**config.mk**
```make
export PLATFORM = sky130hd
export DESIGN_NAME = serial_subtractor16
export DESIGN_NICKNAME = d
export VERILOG_FILES = /design/src/rtl/serial_subtractor16.sv
export SDC_FILE = /design/constraint.sdc
export NUM_CORES = 1
export LEC_CHECK = 0
export BUFFER_PORTS_ARGS = -buffer_cell sky130_fd_sc_hd__buf_2
export CAP_MARGIN = 10
export CORE_UTILIZATION = 45
export DETAILED_ROUTE_END_ITERATION = 8
export GPL_TIMING_DRIVEN = 0
export PLACE_DENSITY = 0.77
export SYNTH_ARGS = -nofsm -noshare
export SYNTH_HDL_FRONTEND = slang
export SYNTH_SLANG_ARGS = --single-unit
```
**constraint.sdc**
```tcl
create_clock -name clk -period 1.8 [get_ports clk]
set_clock_uncertainty 0.05 [all_clocks]
set_input_delay 0.09 -clock clk [delete_from_list [all_inputs] [get_ports clk]]
set_output_delay 0.09 -clock clk [all_outputs]
set_load 0.01 [all_outputs]
```
**src/rtl/serial_subtractor16.sv**
```systemverilog
// Digit-serial subtractor: a - b - bin computed DIGIT bits per cycle as a + ~b + ~bin,
// with borrow-out taken as the inverted final carry.
module serial_subtractor16 #(
  parameter int WIDTH = 16,
  parameter int DIGIT = 4
) (
  input  logic             clk,
  input  logic             rst_n,
  input  logic             start,
  input  logic [WIDTH-1:0] a,
  input  logic [WIDTH-1:0] b,
  input  logic             bin,
  output logic             busy,
  output logic             done,
  output logic [WIDTH-1:0] diff,
  output logic             bout,
  output logic             ovf
);

  // state | meaning
  // IDLE  | waiting for start, last result held on diff/bout/ovf
  // RUN   | one digit processed per cycle, NDIG cycles
  // DONE  | one-cycle done pulse; start here begins the next operation
  localparam int NDIG = WIDTH / DIGIT;
  localparam int CW   = (NDIG > 1) ? $clog2(NDIG) : 1;

  typedef enum logic [1:0] {IDLE, RUN, DONE} state_t;

  state_t           state, state_nxt;
  logic [WIDTH-1:0] a_sr, b_sr, acc, acc_nxt, s_ext;
  logic [CW-1:0]    cnt;
  logic [DIGIT-1:0] s_dig;
  logic             carry, cout, a_msb, b_msb, accept, last;

  assign accept = start && ((state == IDLE) || (state == DONE));
  assign last   = (cnt == CW'(NDIG - 1));

  assign {cout, s_dig} = {1'b0, a_sr[DIGIT-1:0]} + {1'b0, ~b_sr[DIGIT-1:0]}
                       + {{DIGIT{1'b0}}, carry};
  assign s_ext   = WIDTH'(s_dig);
  // New digit enters at the MSB end so the LSB digit lands at bit 0 after NDIG shifts
  assign acc_nxt = (acc >> DIGIT) | (s_ext << (WIDTH - DIGIT));

  always_ff @(posedge clk) begin
    if (!rst_n) state <= IDLE;
    else        state <= state_nxt;
  end

  always_comb begin
    state_nxt = state;
    busy      = 1'b0;
    done      = 1'b0;
    case (state)
      IDLE: if (start) state_nxt = RUN;
      RUN: begin
        busy = 1'b1;
        if (last) state_nxt = DONE;
      end
      DONE: begin
        done      = 1'b1;
        state_nxt = start ? RUN : IDLE;
      end
      default: state_nxt = IDLE;
    endcase
  end

  always_ff @(posedge clk) begin
    if (!rst_n) begin
      a_sr  <= '0;
      b_sr  <= '0;
      acc   <= '0;
      cnt   <= '0;
      carry <= 1'b0;
      a_msb <= 1'b0;
      b_msb <= 1'b0;
      diff  <= '0;
      bout  <= 1'b0;
      ovf   <= 1'b0;
    end else if (accept) begin
      a_sr  <= a;
      b_sr  <= b;
      acc   <= '0;
      cnt   <= '0;
      carry <= ~bin;
      a_msb <= a[WIDTH-1];
      b_msb <= b[WIDTH-1];
    end else if (state == RUN) begin
      a_sr  <= a_sr >> DIGIT;
      b_sr  <= b_sr >> DIGIT;
      acc   <= acc_nxt;
      carry <= cout;
      cnt   <= cnt + CW'(1);
      if (last) begin
        diff <= acc_nxt;
        bout <= ~cout;
        ovf  <= (a_msb != b_msb) && (acc_nxt[WIDTH-1] != a_msb);
      end
    end
  end

endmodule

```
# Word-level counts from Yosys, hierarchy flattened
# Index checks and enable logic that the tools add are counted.
[totals]
mem_bits_ro = 0
wordCells = 47
mem_bits_rw = 0
in_bits = 36
output_inout_bits = 20
latchBits = 0
mem_count = 0
reg_bits = 73
[classes]
add_sub_neg = 3
n_reduce_logical = 8
n_mul = 0
div = 0
bitwise = 6
shift = 0
muxes = 12
eq_ne = 7
magnitude_cmp = 0
[op_table]
columns = ["cell", "n"]
rows = [
  ["$mux 16", 4],
  ["$or 12x16->16", 1],
  ["$pmux 2 s3", 1],
  ["$add 4x4->5", 1],
  ["$add 5x1->5", 1],
  ["$mux 1", 5],
  ["$eq 2x2->1 const B", 2],
  ["$mux 2", 2],
  ["$ne 2x2->1 const B", 2],
  ["$not 1->1", 4],
  ["$not 4->4", 1],
  ["$reduce_and 3->1", 1],
  ["$add 2x1->2 const B", 1],
  ["$eq 2x1->1 const B", 1],
  ["$logic_and 1x1->1", 2],
  ["$logic_not 2->1", 1],
  ["$ne 1x1->1", 2],
  ["$reduce_and 2->1", 1],
  ["$reduce_bool 2->1", 1],
  ["$reduce_or 2->1", 1],
  ["$logic_or 1x1->1", 1],
]

# Longest topological paths before layout
# Gate-level depths: netlist of run 1.
[depth]
ltp_word = 6
ltp_mapped = 7
ltp_nobuf = 7

# Least setup slack after synthesis of run 1
# Ideal clock, no wire load.
[synth_timing]
path_type = "register to register"
startpoint = "register b_sr[0]"
endpoint = "register carry"
arrival_time_ns = 1.732
stages_incl_launch_ff = 8
required_ns = 1.635
setup_slack_ns = -0.097
setup_ns = 0.115
cell_sequence = "dfxtp_1 inv_1 fa_1 fa_1 a21o_2 a21oi_1 nand2_1 and3_1"
[synth_between]
elab_chain_cells = 5
[synth_lines]
columns = ["item", "line", "text"]
rows = [
  ["start, declared", "30", "logic [WIDTH-1:0] a_sr, b_sr, acc, acc_nxt, s_ext;"],
  ["start signal, assigned", "89", "b_sr <= b_sr >> DIGIT;"],
  ["$not 4->4", "38", "assign {cout, s_dig} = {1'b0, a_sr[DIGIT-1:0]} + {1'b0, ~b_sr[DIGIT-1:0]}"],
  ["$add 4x4->5", "38", ""],
  ["$add 5x1->5", "39", "+ {{DIGIT{1'b0}}, carry};"],
  ["$mux 1", "87", "end else if (state == RUN) begin"],
  ["$mux 1", "79", "end else if (accept) begin"],
  ["end signal, assigned", "84", "carry <= ~bin;"],
  ["end signal, assigned", "91", "carry <= cout;"],
  ["end, declared", "33", "logic carry, cout, a_msb, b_msb, accept, last;"],
]
# No other way between the ends. The select of a mux whose other input is x is not followed.
# A chain may end at the register's enable or synchronous reset.

# Final worst setup path of run 1
[layout_timing]
startpoint = "register carry"
endpoint = "register carry"
[layout_between]
elab_chain_cells = 3
[layout_lines]
columns = ["item", "line"]
rows = [
  ["$add 5x1->5", "39"],
  ["$mux 1", "87"],
  ["$mux 1", "79"],
]
# No other way between the ends. The select of a mux whose other input is x is not followed.

==> summary.txt, run 1 <==
Outcome
  • Outcome: complete, but fails checks
  • Failing checks: negative setup slack

Power and ir drop
  • Sw Pwr: 0.0008930 W
  • Int Pwr: 0.002794 W
  • Power per standard cell area: 984.5 nW/µm²
  • Reported leakage power: 1.614 nW
  • Part of the total power dissipated in the clock network: 41.7%
  • Sequential group share of total power: 44.6%
  • Peak supply drop: 0.0005299 V
  • Gate power share: 13.7%
  • Sw Ratio: 24.22%

Critical path
  • Data required time at the worst endpoint: 1.99 ns
  • Setup CP Type: reg2reg
  • Beginning of the worst register-to-register path: carry
  • Start point of the critical path: carry
  • Crit path to: carry
  • Reg-to-Reg End: carry
  • Crit Path Max Fanout: 2
  • Arrival time reported for the critical path endpoint: 2.07 ns
  • Sort of element at the start of the critical path: register
  • Depth of the most critical reg-to-reg path: 6
  • Register-to-register path setup slack: -0.08 ns
  • Category of the worst setup path capture point: register

Route
  • Remaining design rule violation count: 0
  • Total length of routed wires: 7.103 mm
  • DR iter-0 viols: 102
  • TritonRoute pass-1 iters: 8
  • Number of nets still failing antenna checks after routing: 0
  • Via/cell ratio: 5.216
  • Average wire length per cell after detail routing: 14.21 µm
  • Total number of vias: 2,608

Clock network
  • Clock Sink Count: 69
  • CTS H-tree lvls: 3
  • CTS root buf: sky130_fd_sc_hd__clkbuf_8
  • Worst skew pair latency: 0.35 ns
  • TritonCTS buffer count: 9
  • Clock-pin slew on the worst setup and hold paths: 0.07 ns
  • CTS tree: yes
  • Number of buffers between clock root and the deepest sink: 2

Synthesis
  • Most frequently used cell type in the post-synthesis netlist: sky130_fd_sc_hd__nand2_1
  • Share of the synthesized area in the top cell type: 48.94%
  • Post-synthesis instance area: 2823 µm²
  • Flip-flop and latch count after synthesis: 69
  • Number of instances in the synthesized netlist: 327
  • Net Count, Synth: 369
  • Sequential share of the synthesized area: 48.94%
  • Count of cell types in the netlist: 32
  • Cells taking the most area after synthesis: sky130_fd_sc_hd__dfxtp_1, sky130_fd_sc_hd__nand2_1, sky130_fd_sc_hd__a21boi_1
  • Async SR Flop Fraction: 0%
  • Average cell area after synthesis: 8.632 µm²
  • Number of enable-type register cells in the synthesized netlist: 0
  • Number of warnings reported in the yosys synthesis log: 0
  • Prevailing post-synth register cell: sky130_fd_sc_hd__dfxtp_1
  • Synth cell count leaders: sky130_fd_sc_hd__nand2_1, sky130_fd_sc_hd__dfxtp_1, sky130_fd_sc_hd__a21boi_1, sky130_fd_sc_hd__a21oi_1, sky130_fd_sc_hd__a22oi_1
  • Post-synth top area cell: sky130_fd_sc_hd__dfxtp_1

Floorplanning
  • Full die area: 6593 µm²
  • Die outline width: 81.20 µm
  • Standard cell core area: 5991 µm²
  • Site row count: 28
  • Number of placed I/O pins: 56
  • Die boundary height: 81.20 µm
  • Initial core utilization: 47.12%

Finish
  • Inserted Diodes: 0
  • Flip-flop and latch area: 1384 µm²
  • Number of standard cells in the final layout excluding fillers: 500
  • Multi-input combinational cell area: 1358 µm²
  • Layout fillers: 533
  • Post-synthesis to final-layout area growth: 32.67%
  • Final layout net count: 462
  • Share of final-layout standard cells stronger than drive strength 1: 22.35%
  • Finished layout cell area: 3745 µm²
  • Layout Utilization: 62.51%

GRT
  • Wire length of the first global-routing pass: 11.50 mm
  • Maximum number of pins on one net before global-route repair: 12
  • Vias in the first global route: 2,553
  • Number of antenna violations at the first check in global routing: 0
  • Total congestion overflow after global routing: 0
  • Global-route usage over all layers: 23.71%

STA
  • Number of slew-limit violations in the final report: 0
  • Minimum hold slack: 0.02686 ns
  • Crit path time final: 1.880 ns
  • Worst-Margin Slew: 0.5861 ns
  • Final setup slack of the worst path: -0.07992 ns
  • Rel. slew slack: 60.93%
  • Final hold violations: 0
  • Count of endpoints failing setup in the final report: 3
  • Final Cycle Share: 104.4%
  • Setup repair after global routing missed its margin: yes
  • Maximum clock frequency: 0.5319 GHz

Placed design
  • Number of placed instances with taps included: 456
  • Hpwl dp: 4.583 mm
  • Final weighted congestion of routability-driven global placement: 0.7905
  • Placement-stage cell area: 3192 µm²
  • Port Buffer Count: 54

Flow run
  • Max-cap violations: 0

Hold path
  • Min-Delay Path Class: in2reg
per-stage QoR:
stage | setup slack, ns | power [W] | setup TNS [ns]
detailed placement | -0.1643 | 0.002092 | -0.3399
floorplan | 0.009540 | 0.001959 | 0
CTS | -0.05191 | 0.003678 | -0.1019
global route | -0.1350 | 0.003816 | -0.3149
global placement | -0.1352 | 0.002080 | -0.2164
finish | -0.07992 | 0.003687 | -0.1318
cell families after synthesis:
| logic type | count (synthesis) | synth area share (%) |
|---|---|---|
| AO/OA/AOI/OAI | 85 | 22.07 |
| XOR/XNOR | 2 | 0.6207 |
| adder cells (fa/ha/maj) | 6 | 3.192 |
| buffers and inverters | 28 | 4.210 |
| flip-flops | 69 | 48.94 |
| AND/OR/NAND/NOR | 137 | 20.97 |
placed cells by master, fill, tap and decap left out, drive strengths merged:
master / netlist / final
nand2: 98 / 98
dfxtp: 69 / 69
buf: 14 / 68
a21boi: 28 / 28
dlygate4sd3: 0 / 27
clkbuf: 9 / 22
a21oi: 18 / 18
a22oi: 14 / 14
o211a: 10 / 10
nand3: 10 / 10
nor2: 9 / 9
nor2b: 6 / 6
and2: 6 / 6
o21ai: 6 / 6
inv: 5 / 5
o221ai: 4 / 4
ha: 4 / 4
bufinv: 0 / 3
nand2b: 2 / 2
and3: 2 / 2
fa: 2 / 2
xnor2: 2 / 2
a211oi: 1 / 1
nand3b: 1 / 1
and3b: 1 / 1
o31ai: 1 / 1
a21o: 1 / 1
or4b: 1 / 1
a31oi: 1 / 1
or3: 1 / 1
o211ai: 1 / 1
clkinv: 0 / 1
layer usage:
metal / vias up / global-route usage (%) / routed length, µm
li1: 1295 / - / -
met1: 1225 / 26.91 / 3079
met2: 77 / 42.86 / 3616
met3: 11 / 5.955 / 305
met4: 0 / 8.036 / 100
met5: - / 0 / 0
power groups by stage:
stage	logic (W)	clock network, W	registers (W)
global placement	0.000408	0	0.00167
detailed placement	0.000417	0	0.00168
global route	0.000553	0.00161	0.00165
floorplan	0.000294	0	0.00166
finish	0.000507	0.00154	0.00164
CTS	0.000484	0.00155	0.00164
critical path, cell delays in order (launching register included):
cell and delay [ns]:
sky130_fd_sc_hd__dfxtp_2 0.34, sky130_fd_sc_hd__fa_2 0.41, sky130_fd_sc_hd__fa_2 0.37, sky130_fd_sc_hd__a21o_2 0.21, sky130_fd_sc_hd__a21oi_4 0.16, sky130_fd_sc_hd__nand2_1 0.08
sky130_fd_sc_hd__and3_1 0.16
worst min path at each step:
stage | from | to | slack [ns] | depth (start not counted)
after CTS | b[3] | b_sr[3] | 0.01 | 3
after detailed placement | a[10] | a_sr[10] | 0.28 | 2
after floorplan | b[12] | b_sr[12] | 0.18 | 2
final | b[3] | b_sr[3] | 0.03 | 3
after global placement | b[12] | b_sr[12] | 0.28 | 3
after global routing | a[6] | a_sr[6] | 0.04 | 3
cell type report:
cell class	count	share of cell area, %
Multi-Input combinational cell	230	36.25
Clock inverter	4	2.539
Buffer	23	2.740
Clock buffer	12	3.876
Inverter	5	0.5012
Tap cell	75	2.506
Sequential cell	69	36.95
Timing Repair Buffer	82	14.63
registers in the layout, indices dropped and copies added, names as in the netlist:
signal,count
a_msb,1
a_sr,16
acc,12
b_msb,1
b_sr,16
bout,1
carry,1
cnt,2
diff,16
ovf,1
state,2
timing repair:
action                                  CTS  global route
setup buffers                             1             0
hold buffers                             27             0
pin swaps                                 4             0
resized for setup                         5             5
hold endpoints to repair                 29             0
endpoints found under the setup margin    3             6
Power figures use the tool's default switching activity.
==> run 2: changes to the inputs <==
--- a/config.mk
+++ b/config.mk
@@ -7,10 +7,11 @@
 export LEC_CHECK = 0
 export BUFFER_PORTS_ARGS = -buffer_cell sky130_fd_sc_hd__buf_2
 export CAP_MARGIN = 10
-export CORE_UTILIZATION = 45
+export CORE_UTILIZATION = 49
 export DETAILED_ROUTE_END_ITERATION = 8
 export GPL_TIMING_DRIVEN = 0
-export PLACE_DENSITY = 0.77
+export PLACE_DENSITY = 0.82
+export REMOVE_ABC_BUFFERS = 1
 export SYNTH_ARGS = -nofsm -noshare
 export SYNTH_HDL_FRONTEND = slang
 export SYNTH_SLANG_ARGS = --single-unit
==> run 2 against run 1 <==
- the flow still finishes with violations (negative setup slack)
- die area shrank 8.0%
- fmax grew 0.58%
- wire length shrank 16%
- final area shrank 3.1%
- flip-flop and latch count is the same
- critical endpoint unchanged
- largest cell class unchanged
- largest power group unchanged
==> summary.txt, run 2 (synthesis results as in run 1) <==
Outcome
  • Outcome: complete, but fails checks
  • Failing checks: negative setup slack

Clock network
  • CTS H-tree lvls: 3 (unchanged)
  • CTS tree: yes
  • Number of buffers between clock root and the deepest sink: 2 (unchanged)
  • CTS root buf: sky130_fd_sc_hd__clkbuf_8
  • Clock-pin slew on the worst setup and hold paths: 0.06 ns (about the same)
  • Worst skew pair latency: 0.34 ns (about the same)
  • TritonCTS buffer count: 9 (unchanged)
  • Clock Sink Count: 69 (unchanged)

Critical path
  • Setup CP Type: reg2reg
  • Arrival time reported for the critical path endpoint: 2.05 ns (-0.02 ns)
  • Library cell appearing most often on the critical path: sky130_fd_sc_hd__fa_2
  • Sort of element at the start of the critical path: register
  • Cell with the largest stage delay on the worst path: sky130_fd_sc_hd__fa_2
  • Data required time at the worst endpoint: 1.98 ns (about the same)
  • Critical path cell sequence: fa_2 -> fa_2 -> a21o_2 -> a21oi_2 -> nand2_1 -> and3_1
  • Crit Path Max Fanout: 2 (unchanged)
  • Crit-path max cell delay: 0.41 ns (about the same)
  • Category of the worst setup path capture point: register

STA
  • Count of endpoints failing setup in the final report: 1 (-2)
  • Maximum clock frequency: 0.5350 GHz (+0.58%)
  • Rel. slew slack: 45.84% (-15 points)
  • Minimum hold slack: 0.01498 ns (-0.01187 ns)
  • Number of slew-limit violations in the final report: 0 (unchanged)
  • Worst-Margin Slew: 0.8124 ns (+0.2262 ns)
  • Setup repair after global routing missed its margin: yes
  • Final Cycle Share: 103.8% (-0.60 points)
  • Final hold violations: 0 (unchanged)
  • Crit path time final: 1.869 ns (-0.01086 ns)
  • Summed negative setup slack over all endpoints: -0.06906 ns (+0.06272 ns)
  • Final setup slack of the worst path: -0.06906 ns (+0.01086 ns)

Floorplanning
  • Die outline width: 77.90 µm (-4.1%)
  • Site row count: 27 (-3.6%)
  • Initial core utilization: 50.95% (+3.8 points)
  • Number of placed I/O pins: 56 (unchanged)
  • Full die area: 6068 µm² (-8.0%)
  • Die boundary height: 77.90 µm (-4.1%)
  • Standard cell core area: 5540 µm² (-7.5%)

Route
  • TritonRoute pass-1 iters: 4 (-4)
  • Total number of vias: 2,430 (-6.8%)
  • DR iter-0 viols: 115 (+13%)
  • Via/cell ratio: 5.105 (-2.1%)
  • Total length of routed wires: 5.961 mm (-16%)
  • Number of nets still failing antenna checks after routing: 0 (unchanged)
  • Remaining design rule violation count: 0 (unchanged)
  • Average wire length per cell after detail routing: 12.52 µm (-12%)

GRT
  • Total congestion overflow after global routing: 0 (unchanged)
  • Wire length of the first global-routing pass: 9.425 mm (-18%)
  • Maximum number of pins on one net before global-route repair: 55 (+43)
  • Number of antenna violations at the first check in global routing: 0 (unchanged)
  • Vias in the first global route: 2,159 (-15%)
  • Global-route usage over all layers: 20.05% (-3.7 points)

Placed design
  • Port Buffer Count: 55 (+1.9%)
  • Hpwl dp: 3.502 mm (-24%)
  • Final weighted congestion of routability-driven global placement: 0.7052 (-11%)

Finish
  • Inserted Diodes: 0 (unchanged)
  • Post-synthesis to final-layout area growth: 28.50%
  • Highest-count cells in the layout ignoring fill and taps: sky130_fd_sc_hd__nand2_1, sky130_fd_sc_hd__dfxtp_1, sky130_fd_sc_hd__buf_2, sky130_fd_sc_hd__a21boi_1, sky130_fd_sc_hd__dlygate4sd3_1
  • Top Registers: a_sr (16), b_sr (16), diff (16)
  • Final layout net count: 442 (-4.3%)
  • Share of final-layout standard cells stronger than drive strength 1: 22.28% (-0.076 points)
  • Most common cell after layout, fill and taps aside: sky130_fd_sc_hd__nand2_1
  • Layout fillers: 487 (-8.6%)

Flow run
  • Max-cap violations: 0 (unchanged)

Power and ir drop
  • Peak supply drop: 0.0008093 V (+53%)
  • Reported leakage power: 1.536 nW (-4.8%)
  • Power per standard cell area: 891.4 nW/µm² (-9.5%)

Hold path
  • Min-Delay Path Class: in2reg
==> run 2: changes by cell type in the layout (fill, tap and decap cells not counted), sizes merged <==
cell | previous run | this run
dlygate4sd3 | 27 | 26
nand2b | 2 | 3
bufinv | 3 | 0
buf | 68 | 58
clkbuf | 22 | 14
==> run 2: critical path, delay by kind of cell, from the launching register on <==
kind / cells / cell delay, ns
AOI/OAI and AO/OA: 2 / 0.35
adders and majority gates: 2 / 0.80
DFF: 1 / 0.34
and+or+nand+nor: 2 / 0.23
==> run 2: metrics by stage <==
step                      power, W  worst slack [ns]  cells  cell area [µm²]  utilization, %
final                     0.003233          -0.06906    476             3627           65.47
after global routing      0.003375           -0.1400    476             3627           65.47
after CTS                 0.003234          -0.05216    473             3580           64.61
after detailed placement  0.002055            -1.361    432             3095           55.87
after global placement    0.002040            -1.319    431             3088           55.74
after floorplan           0.001926           -0.5427    304             2723               -
==> run 2: path summary, 6_finish.rpt <==
kind | from | endpoint | slack (ns) | cells past startpoint
max | a_sr[0] | carry | -0.07 | 6
min | b[3] | b_sr[3] | 0.01 | 3
max reg2reg | a_sr[0] | carry | -0.07 | 6
min reg2reg | diff[10] | diff[10] | 0.40 | 2
==> run 2: power by group <==
group | switching (W) | internal, W
clock | 0.000517 | 0.000604
sequential | 0.0000440 | 0.00160
combinational | 0.000245 | 0.000221
==> run 2: layout make-up <==
| class | instances | area [µm²] | share of cell area [%] |
|---|---|---|---|
| timing repair buffer | 84 | 558.0 | 15.38 |
| sequential | 69 | 1385 | 38.19 |
| tap | 72 | 90.09 | 2.484 |
| clock buffer | 14 | 172.7 | 4.760 |
| clock inverter | 1 | 5.005 | 0.1380 |
| inverter | 5 | 31.28 | 0.8624 |
| multi-input combinational | 231 | 1385 | 38.19 |
==> run 2: per-layer routing <==
metal | wire length [µm] | track usage (%) | vias up | share of wire, %
met5 | 0 | 0 | - | 0
met2 | 2926 | 36.73 | 65 | 49
li1 | - | - | 1253 | -
met3 | 339 | 7.059 | 5 | 5.7
met4 | 57 | 6.667 | 0 | 0.96
met1 | 2638 | 21.25 | 1107 | 44
==> run 2: repair_timing <==
action	CTS	global route
cloned	0	1
hold endpoints to repair	28	0
hold buffers	26	0
resized for setup	16	5
pin swaps	4	1
setup endpoints to repair	63	19
setup buffers	0	2
